--- config.mk ---
export PLATFORM = sky130hd
export DESIGN_NAME = instruction_fetch_unit_flat
export DESIGN_NICKNAME = d
export VERILOG_FILES = /design/src/rtl/instruction_fetch_unit_pkg.sv /design/src/rtl/instruction_fetch_unit_if.sv /design/src/rtl/instruction_fetch_unit.sv /design/src/flat_wrapper.sv
export SDC_FILE = /design/constraint.sdc
export NUM_CORES = 1
export LEC_CHECK = 0
export ABC_CLOCK_PERIOD_IN_PS = 2500
export CAP_MARGIN = 15
export CORE_MARGIN = 2
export CORE_UTILIZATION = 41
export CTS_CLUSTER_SIZE = 12
export DETAILED_ROUTE_END_ITERATION = 12
export PLACE_DENSITY_LB_ADDON = 0.2
export SLEW_MARGIN = 0
export SYNTH_ARGS = -nofsm -noshare
export SYNTH_HDL_FRONTEND = slang
export SYNTH_SLANG_ARGS = --single-unit
--- constraint.sdc ---
create_clock -name CLK -period 2.5 [get_ports CLK]
set_input_delay 0.25 -clock CLK [delete_from_list [all_inputs] [get_ports CLK]]
set_output_delay 0.25 -clock CLK [all_outputs]
set_load 0.1 [all_outputs]
--- src/rtl/instruction_fetch_unit_pkg.sv ---
// Shared definitions for the fetch front end and the opcode decoder:
// FSM states, instruction field positions and opcode encodings.
package instruction_fetch_unit_pkg;

    typedef enum logic [1:0] {
        StIdle  = 2'd0,
        StReq   = 2'd1,
        StValid = 2'd2
    } ifu_state_e;

    localparam int unsigned OPC_HI  = 14;
    localparam int unsigned OPC_LO  = 12;
    localparam int unsigned I_BIT   = 15;
    localparam int unsigned ADDR_HI = 11;

    // Memory-reference opcodes 000..110; 111 selects register/IO instructions.
    localparam logic [2:0] OpAnd = 3'b000;
    localparam logic [2:0] OpAdd = 3'b001;
    localparam logic [2:0] OpLda = 3'b010;
    localparam logic [2:0] OpSta = 3'b011;
    localparam logic [2:0] OpBun = 3'b100;
    localparam logic [2:0] OpBsa = 3'b101;
    localparam logic [2:0] OpIsz = 3'b110;
    localparam logic [2:0] OpReg = 3'b111;

    function automatic logic is_mem_ref(input logic [2:0] opcode);
        return opcode != OpReg;
    endfunction

endpackage

--- src/rtl/instruction_fetch_unit_if.sv ---
// Memory read bus and instruction-register handshake between the fetch unit
// (master) and its memory / decode / execute neighbours (slave).
interface instruction_fetch_unit_if #(
    parameter int unsigned ADDR_W = 12,
    parameter int unsigned DATA_W = 16
);
    logic              MEM_RD;
    logic [ADDR_W-1:0] MEM_ADDR;
    logic [DATA_W-1:0] MEM_DATA;
    logic              MEM_ACK;
    logic [DATA_W-1:0] IR;
    logic [2:0]        IR_OPCODE;
    logic              IR_I;
    logic [ADDR_W-1:0] IR_ADDR;
    logic              IR_VALID;
    logic              IR_READY;

    modport master (
        output MEM_RD, MEM_ADDR, IR, IR_OPCODE, IR_I, IR_ADDR, IR_VALID,
        input  MEM_DATA, MEM_ACK, IR_READY
    );

    modport slave (
        input  MEM_RD, MEM_ADDR, IR, IR_OPCODE, IR_I, IR_ADDR, IR_VALID,
        output MEM_DATA, MEM_ACK, IR_READY
    );
endinterface

--- src/rtl/instruction_fetch_unit.sv ---
// Fetch front end: requests instruction words, holds them in IR until the
// execute stage consumes them, and owns the program counter.
module instruction_fetch_unit
    import instruction_fetch_unit_pkg::*;
#(
    parameter int unsigned       ADDR_W   = 12,
    parameter int unsigned       DATA_W   = 16,
    parameter logic [ADDR_W-1:0] RESET_PC = '0
) (
    input  logic                     CLK,
    input  logic                     RST_N,
    instruction_fetch_unit_if.master bus,
    input  logic                     PC_LOAD,
    input  logic [ADDR_W-1:0]        PC_LOAD_VAL,
    input  logic                     HALT,
    output logic [ADDR_W-1:0]        PC,
    output logic                     BUSY
);

    ifu_state_e        state_q, state_d;
    logic [ADDR_W-1:0] pc_q, pc_d;
    logic [DATA_W-1:0] ir_q, ir_d;
    logic              flush_q, flush_d;
    logic              mem_rd;

    always_ff @(posedge CLK) begin
        if (!RST_N) begin
            state_q <= StIdle;
            pc_q    <= RESET_PC;
            ir_q    <= '0;
            flush_q <= 1'b0;
        end else begin
            state_q <= state_d;
            pc_q    <= pc_d;
            ir_q    <= ir_d;
            flush_q <= flush_d;
        end
    end

    always_comb begin
        state_d = state_q;
        pc_d    = pc_q;
        ir_d    = ir_q;
        flush_d = flush_q;
        mem_rd  = 1'b0;

        case (state_q)
            StIdle: begin
                if (!HALT) state_d = StReq;
            end
            StReq: begin
                mem_rd = 1'b1;
                if (bus.MEM_ACK) begin
                    if (flush_q) begin
                        // Completion of a read issued before a branch: discard it.
                        flush_d = 1'b0;
                    end else begin
                        ir_d    = bus.MEM_DATA;
                        pc_d    = pc_q + ADDR_W'(1);
                        state_d = StValid;
                    end
                end else if (PC_LOAD) begin
                    flush_d = 1'b1;
                end
            end
            StValid: begin
                if (bus.IR_READY) state_d = HALT ? StIdle : StReq;
            end
            default: state_d = StIdle;
        endcase

        // A branch target always wins over the post-increment.
        if (PC_LOAD) pc_d = PC_LOAD_VAL;
    end

    assign bus.MEM_RD    = mem_rd;
    assign bus.MEM_ADDR  = pc_q;
    assign bus.IR        = ir_q;
    assign bus.IR_OPCODE = ir_q[OPC_HI:OPC_LO];
    assign bus.IR_I      = ir_q[I_BIT];
    assign bus.IR_ADDR   = ir_q[ADDR_HI:0];
    assign bus.IR_VALID  = (state_q == StValid);

    assign PC   = pc_q;
    assign BUSY = (state_q != StIdle);

endmodule
--- src/flat_wrapper.sv ---
// flat-port wrapper written by rule: the top's interface ports become plain ports
module instruction_fetch_unit_flat import instruction_fetch_unit_pkg::*;
#(
    parameter int unsigned       ADDR_W   = 12,
    parameter int unsigned       DATA_W   = 16,
    parameter logic [ADDR_W-1:0] RESET_PC = '0
)
  (CLK, RST_N, PC_LOAD, PC_LOAD_VAL, HALT, PC, BUSY, bus_MEM_RD, bus_MEM_ADDR, bus_IR, bus_IR_OPCODE, bus_IR_I, bus_IR_ADDR, bus_IR_VALID, bus_MEM_DATA, bus_MEM_ACK, bus_IR_READY);
  instruction_fetch_unit_if #(.ADDR_W(ADDR_W), .DATA_W(DATA_W)) bus_i ();
  input  logic CLK;
  input  logic RST_N;
  input  logic PC_LOAD;
  input  logic [ADDR_W-1:0] PC_LOAD_VAL;
  input  logic HALT;
  output logic [ADDR_W-1:0] PC;
  output logic BUSY;
  output wire logic [$bits(bus_i.MEM_RD)-1:0] bus_MEM_RD;
  output wire logic [$bits(bus_i.MEM_ADDR)-1:0] bus_MEM_ADDR;
  output wire logic [$bits(bus_i.IR)-1:0] bus_IR;
  output wire logic [$bits(bus_i.IR_OPCODE)-1:0] bus_IR_OPCODE;
  output wire logic [$bits(bus_i.IR_I)-1:0] bus_IR_I;
  output wire logic [$bits(bus_i.IR_ADDR)-1:0] bus_IR_ADDR;
  output wire logic [$bits(bus_i.IR_VALID)-1:0] bus_IR_VALID;
  input wire logic [$bits(bus_i.MEM_DATA)-1:0] bus_MEM_DATA;
  input wire logic [$bits(bus_i.MEM_ACK)-1:0] bus_MEM_ACK;
  input wire logic [$bits(bus_i.IR_READY)-1:0] bus_IR_READY;
  assign bus_MEM_RD = bus_i.MEM_RD;
  assign bus_MEM_ADDR = bus_i.MEM_ADDR;
  assign bus_IR = bus_i.IR;
  assign bus_IR_OPCODE = bus_i.IR_OPCODE;
  assign bus_IR_I = bus_i.IR_I;
  assign bus_IR_ADDR = bus_i.IR_ADDR;
  assign bus_IR_VALID = bus_i.IR_VALID;
  assign bus_i.MEM_DATA = bus_MEM_DATA;
  assign bus_i.MEM_ACK = bus_MEM_ACK;
  assign bus_i.IR_READY = bus_IR_READY;
  instruction_fetch_unit #(.ADDR_W(ADDR_W), .DATA_W(DATA_W), .RESET_PC(RESET_PC)) u_core (.CLK(CLK), .RST_N(RST_N), .bus(bus_i), .PC_LOAD(PC_LOAD), .PC_LOAD_VAL(PC_LOAD_VAL), .HALT(HALT), .PC(PC), .BUSY(BUSY));
endmodule
==> results of run 1 <==
-- layout make-up --
class	count	area (um^2)	share of cell area (%)
Clock inverter	1	5.005	0.2204
Sequential cell	31	620.6	27.33
Inverter	7	26.28	1.157
Clock buffer	7	76.32	3.361
Multi-Input combinational cell	117	686.9	30.25
Tap cell	48	60.06	2.645
Timing Repair Buffer	95	795.8	35.04
-- power groups by stage --
| stage | sequential [W] | combinational, W | clock [W] |
|---|---|---|---|
| after floorplan | 0.000742 | 0.000332 | 0 |
| after global placement | 0.000569 | 0.000622 | 0 |
| after detailed placement | 0.000570 | 0.000623 | 0 |
| after CTS | 0.000559 | 0.000624 | 0.000378 |
| after global routing | 0.000564 | 0.000643 | 0.000404 |
| final | 0.000559 | 0.000621 | 0.000370 |
-- metal layers --
layer / global-route usage [%] / vias to the layer above / share of wire (%)
li1: - / 751 / -
met1: 21.99 / 657 / 44
met2: 27.13 / 52 / 46
met3: 6.419 / 4 / 8.5
met4: 4.592 / 0 / 0.98
met5: 0 / - / 0
-- registers in the layout, indices dropped and copies added (netlist names) --
register	cells
u_core.PC	12
u_core.bus.IR	16
u_core.flush_q	1
u_core.state_q	2
-- cell usage in the layout, fill, tap and decap left out --
cell type        count
buf_4               62
nand2_1             38
clkdlybuf4s50_1     33
dfxtp_1             31
a21oi_1             27
o21ai_0             10
inv_1                7
xnor2_1              6
clkbuf_8             5
nor2_1               4
nor3_1               4
nand4_1              4
nor4_4               3
a211oi_1             3
xor2_1               3
nand3_1              2
a311oi_1             2
nor2b_1              2
clkbuf_1             2
or2_2                1
and4bb_2             1
nand4bb_1            1
nand4_2              1
a31oi_1              1
mux2i_1              1
nor4bb_1             1
nor4_2               1
ha_1                 1
clkinv_2             1
-- worst min path at each step --
stage | start | to | depth (start not counted)
after CTS | u_core.bus.IR[6] | u_core.bus.IR[6] | 2
after detailed placement | u_core.bus.IR[8] | u_core.bus.IR[8] | 2
after global routing | u_core.bus.IR[6] | u_core.bus.IR[6] | 2
after global placement | u_core.bus.IR[6] | u_core.bus.IR[6] | 2
after floorplan | bus_MEM_ACK | u_core.flush_q | 1
final | u_core.bus.IR[7] | u_core.bus.IR[7] | 2
-- stage by stage --
step | hold WS (ns) | cells | setup WS (ns)
finish | 0.4737 | 306 | 0.6980
global route | 0.4939 | 306 | 0.5782
CTS | 0.4770 | 306 | 0.6937
detailed placement | 0.4675 | 298 | 0.4401
global placement | 0.4626 | 298 | 0.4444
floorplan | 0.3466 | 193 | 0.2555
-- kinds of logic after synthesis --
| logic type | Yosys count | synth area share, % |
|---|---|---|
| multiplexers | 1 | 0.6250 |
| adder cells (fa/ha/maj) | 1 | 0.7811 |
| XOR/XNOR | 9 | 4.922 |
| AO/OA/AOI/OAI | 43 | 14.45 |
| buffers and inverters | 45 | 18.36 |
| AND/OR/NAND/NOR | 63 | 22.11 |
| flip-flops | 31 | 38.75 |
-- worst max-delay path: stages --
cell and delay (ns):
clkdlybuf4s50_1 0.52, nand4bb_1 0.46, nor4_2 0.49, nor3_1 0.08
a211oi_1 0.18
==> reports/results.tsv, run 1 <==
stage	metric	value	unit
outcome	outcome	complete, no violations	
critical_path	Worst EP arrival	1.99	ns
power_and_ir_drop	clock network fraction of total power	23.9	%
detailed_routing	Routed Antenna Nets	0	
critical_path	FF-to-FF Start	u_core.state_q[1]	
critical_path	startpoint types	input pin	
yosys	Mapped Area	1602	um^2
yosys	Synth top area share	38.75	%
floorplanning	Die X	66.50	um
yosys	Synth Flop Type	dfxtp_1	
yosys	Netlist cell types	28	
timing	Setup Viol. Count Final	0	
power_and_ir_drop	P_int	0.0008634	W
global_route	initial antenna violation count	0	
floorplanning	cell row count	22	
detailed_routing	# DRC	0	
cells_and_area	Design Area, Final	2271	um^2
detailed_routing	drt first pass iters	4	
timing	Achievable Freq	0.5549	GHz
cts	H-tree Lvls	2	
cts	hold-fix buffer count after cts	0	
critical_path	Crit Path Class	in -> reg	
cts	later-pin clock latency in the skew report	0.27	ns
power_and_ir_drop	pwr/cell area	682.7	nW/um^2
place	Placed Area	2190	um^2
detailed_routing	Routed Wire Length	3789	um
floorplanning	die area	4422	um^2
timing	unrepaired setup endpoints after global routing	no	
cells_and_area	layout cell share with drive strength beyond 1	29.07	%
critical_path	Worst R2R End	u_core.PC[11]	
cts	Longest Clk Path Bufs	2	
timing	final hold vios	0	
floorplanning	# IOs	93	
power_and_ir_drop	switching share of power	44.31	%
cells_and_area	Fillers	359	
global_route	vias in the first global route	1318	
yosys	Post-synth EDFFs	0	
cells_and_area	post-layout util	61.11	%
yosys	FF+latch count, synth	31	
critical_path	crit path max fanout	7	
cts	Post-CTS Resized	0	
timing	crit share post-route	72.08	%
timing	Worst slew margin	57.77	%
cts	CTS buffer count	5	
yosys	Synth area leaders	dfxtp_1, buf_4, nand2_1, a21oi_1, nor4_4	
yosys	top-count cell post-synth	nand2_1	
yosys	top cell type by total area after synthesis	dfxtp_1	
yosys	synthesized instance count	193	
timing	worst slew pin tran	0.6327	ns
yosys	sequential-to-total area share from yosys stat	38.75	%
yosys	Mapped Avg Cell Area	8.298	um^2
power_and_ir_drop	Reg power frac	36.1	%
global_route	global-route wire length before repair	5844	um
yosys	syn_nets	228	
timing	TNS Setup	0	ns
critical_path	CP endpoint kind	flop	
cts	CTS tree	built	
place	gpl congestion	0.7413	
detailed_routing	via count	1464	
cells_and_area	Syn-to-layout area delta	41.80	%
critical_path	Critical Path RT	2.69	ns
detailed_routing	DR WL/cell	12.38	um
critical_path	Worst Setup EP	u_core.PC[11]	
power_and_ir_drop	P_leak	0.9617	nW
cts	Worst-path clk slew	0.06	ns
run	Max Cap Viol	0	
cts	Root Buffer	clkbuf_8	
yosys	fraction of registers with async set or reset after synthesis	0	%
power_and_ir_drop	Psw	0.0006870	W
global_route	gr usage total	17.20	%
floorplanning	starting density of the core	43.10	%
critical_path	R2R cell count	4	
floorplanning	Die Span Y	66.50	um
critical_path	Worst Setup SP	bus_MEM_ACK	
place	I/O Buffers	92	
timing	post-layout minimum cycle time	1.802	ns
timing	Pins Over Slew Limit	0	
cells_and_area	nets	292	
yosys	Post-synth top cells	nand2_1, buf_4, dfxtp_1	
detailed_routing	drt first-iter violations	106	
power_and_ir_drop	Power, Total	0.001550	W
cells_and_area	number of antenna diodes	0	
yosys	YS warnings	0	
power_and_ir_drop	Comb pwr share	40.1	%
min_path	Hold/Removal Path Class	reg -> reg	
global_route	largest net degree at the start of global routing	22	
place	hpwl dp	2797	um
global_route	Overflow after GRT	0	
timing	clk_skew	0.001698	ns
cts	clock sink count	31	
detailed_routing	vias per cell	4.784	
critical_path	flop-to-flop setup slack	0.78	ns
floorplanning	core footprint	3716	um^2
cts	post-CTS setup buffer count	0	
power_and_ir_drop	VDD IR max	0.5575	mV
Note: power is estimated with default switching activity, not from simulation.
==> run 2, diff against run 1 <==
- ABC_CLOCK_PERIOD_IN_PS: 2500 -> 1600
- CORE_UTILIZATION: 41 -> 34
- clock period: 2.5 -> 1.6 ns (I/O delays scaled with it)
==> reports/results.tsv, run 2 (same netlist as run 1, synthesis figures left out) <==
stage	metric	value	unit
global_route	initial antenna violation count	0	
detailed_routing	DR WL/cell	13.89	um
critical_path	crit-path max cell delay	0.42	ns
power_and_ir_drop	Reg power frac	32.6	%
global_route	global-route wire length before repair	7196	um
cts	Longest Clk Path Bufs	2	
timing	Achievable Freq	0.7185	GHz
detailed_routing	Routed Antenna Nets	0	
min_path	Hold/Removal Path Class	in -> reg	
cts	later-pin clock latency in the skew report	0.28	ns
cts	Post-CTS Resized	0	
critical_path	crit-path cells	ha_1 -> inv_1 -> nor3_1 -> xnor2_1 -> a21oi_1	
critical_path	Critical Path RT	1.77	ns
power_and_ir_drop	pwr/cell area	894.4	nW/um^2
floorplanning	starting density of the core	36.04	%
detailed_routing	drt first pass iters	4	
cts	clock sink count	31	
cells_and_area	number of antenna diodes	0	
timing	worst slew pin tran	0.4678	ns
critical_path	FF-to-FF Start	u_core.PC[0]	
place	gpl congestion	0.7797	
floorplanning	Die X	72.63	um
timing	hold_ws	0.4173	ns
critical_path	R2R cell count	5	
min_path	worst hold start	bus_MEM_DATA[11]	
detailed_routing	Routed Wire Length	4418	um
outcome	outcome	complete, no violations	
floorplanning	core footprint	4444	um^2
timing	unrepaired setup endpoints after global routing	no	
cells_and_area	Syn-to-layout area delta	95.23	%
power_and_ir_drop	Comb pwr share	43.4	%
global_route	vias in the first global route	1509	
floorplanning	Die Span Y	72.63	um
cells_and_area	layout cell share with drive strength beyond 1	36.47	%
detailed_routing	vias per cell	4.852	
detailed_routing	drt first-iter violations	72	
cts	hold-fix buffer count after cts	0	
critical_path	crit path max fanout	7	
cells_and_area	nets	300	
timing	crit share post-route	86.99	%
power_and_ir_drop	switching share of power	40.64	%
floorplanning	cell row count	24	
timing	Setup Viol. Count Final	0	
cts	CTS tree	built	
timing	Pins Over Slew Limit	0	
timing	TNS Setup	0	ns
power_and_ir_drop	Power, Total	0.002797	W
cts	CTS buffer count	5	
cells_and_area	commonest non-fill, non-tap cells in the layout	buf_12, nand2_1, clkdlybuf4s50_1	
timing	Worst slew margin	68.78	%
floorplanning	# IOs	93	
critical_path	Worst R2R End	u_core.PC[6]	
detailed_routing	via count	1543	
cts	Root Buffer	clkbuf_8	
timing	final hold vios	0	
min_path	Hold Crit Depth	3	
cells_and_area	post-layout util	70.35	%
min_path	Hold EP	u_core.bus.IR[11]	
power_and_ir_drop	P_int	0.001660	W
place	I/O Buffers	92	
power_and_ir_drop	Psw	0.001137	W
cts	post-CTS setup buffer count	0	
power_and_ir_drop	P_leak	1.202	nW
cts	H-tree Lvls	2	
floorplanning	die area	5275	um^2
run	Max Cap Viol	0	
global_route	gr usage total	17.75	%
power_and_ir_drop	clock network fraction of total power	24.0	%
critical_path	Worst EP arrival	1.56	ns
critical_path	Crit Path Class	reg -> reg	
timing	clk_skew	0.002859	ns
detailed_routing	# DRC	0	
critical_path	startpoint types	flop	
critical_path	CP endpoint kind	flop	
cells_and_area	Largest register FFs	16	
critical_path	flop-to-flop setup slack	0.21	ns
critical_path	Max stage delay cell, worst path	dfxtp_4	
cells_and_area	most common cell after layout, fill and taps aside	buf_12	
global_route	largest net degree at the start of global routing	22	
cts	Worst-path clk slew	0.06	ns
place	hpwl dp	3431	um
timing	post-layout minimum cycle time	1.392	ns
power_and_ir_drop	VDD IR max	0.6416	mV
global_route	Overflow after GRT	0	
run 2: cell count changes in the layout (fill, tap and decap cells not counted), sizes merged:
cell,change
buf,+8
clkbuf,+1
clkinv,-1
run 2: worst max-delay path, delay by kind of cell (launching register included):
family	cells	cell delay [ns]
compound gates	1	0.08
xor+xnor	1	0.16
fa+ha+maj	1	0.26
buf+inv	1	0.10
flops	1	0.42
simple gates	1	0.25
run 2: final cells by class:
cell class	count	area [um^2]
Tap cell	52	65.06
Sequential cell	31	649.4
Fill cell	329	1318
Clock buffer	8	100.1
Inverter	7	26.28
Timing Repair Buffer	103	1594
Multi-Input combinational cell	117	691.9
run 2: worst max path at each step:
| stage | from | endpoint | slack [ns] | depth (start not counted) |
|---|---|---|---|---|
| after CTS | u_core.PC[0] | u_core.PC[8] | 0.20 | 5 |
| after detailed placement | bus_MEM_ACK | u_core.PC[11] | -0.05 | 6 |
| after global placement | bus_MEM_ACK | u_core.PC[9] | -0.02 | 6 |
| after global routing | u_core.PC[0] | u_core.PC[6] | 0.08 | 5 |
| final | u_core.PC[0] | u_core.PC[6] | 0.21 | 5 |
| after floorplan | u_core.state_q[0] | u_core.flush_q | -0.14 | 4 |
run 2: power by group through the flow:
stage | combinational [W] | clock (W) | sequential [W]
after floorplan | 0.000519 | 0 | 0.00116
after global placement | 0.00121 | 0 | 0.000927
after detailed placement | 0.00122 | 0 | 0.000930
after CTS | 0.00122 | 0.000690 | 0.000913
after global routing | 0.00125 | 0.000721 | 0.000921
final | 0.00121 | 0.000672 | 0.000912
run 2: stage by stage:
step                      cell area (um^2)  worst slack, ns  cells
after global placement                3027         -0.01700    310
after detailed placement              3027         -0.05320    310
after floorplan                       1635          -0.1380    193
final                                 3127           0.2082    318
after global routing                  3127          0.08152    318
after CTS                             3127           0.1994    318
run 2: layer usage:
metal	share of wire, %	global-route usage (%)
met1	42	22.78
met3	6.7	4.696
met4	1.8	8.025
met2	49	27.88
met5	0	0
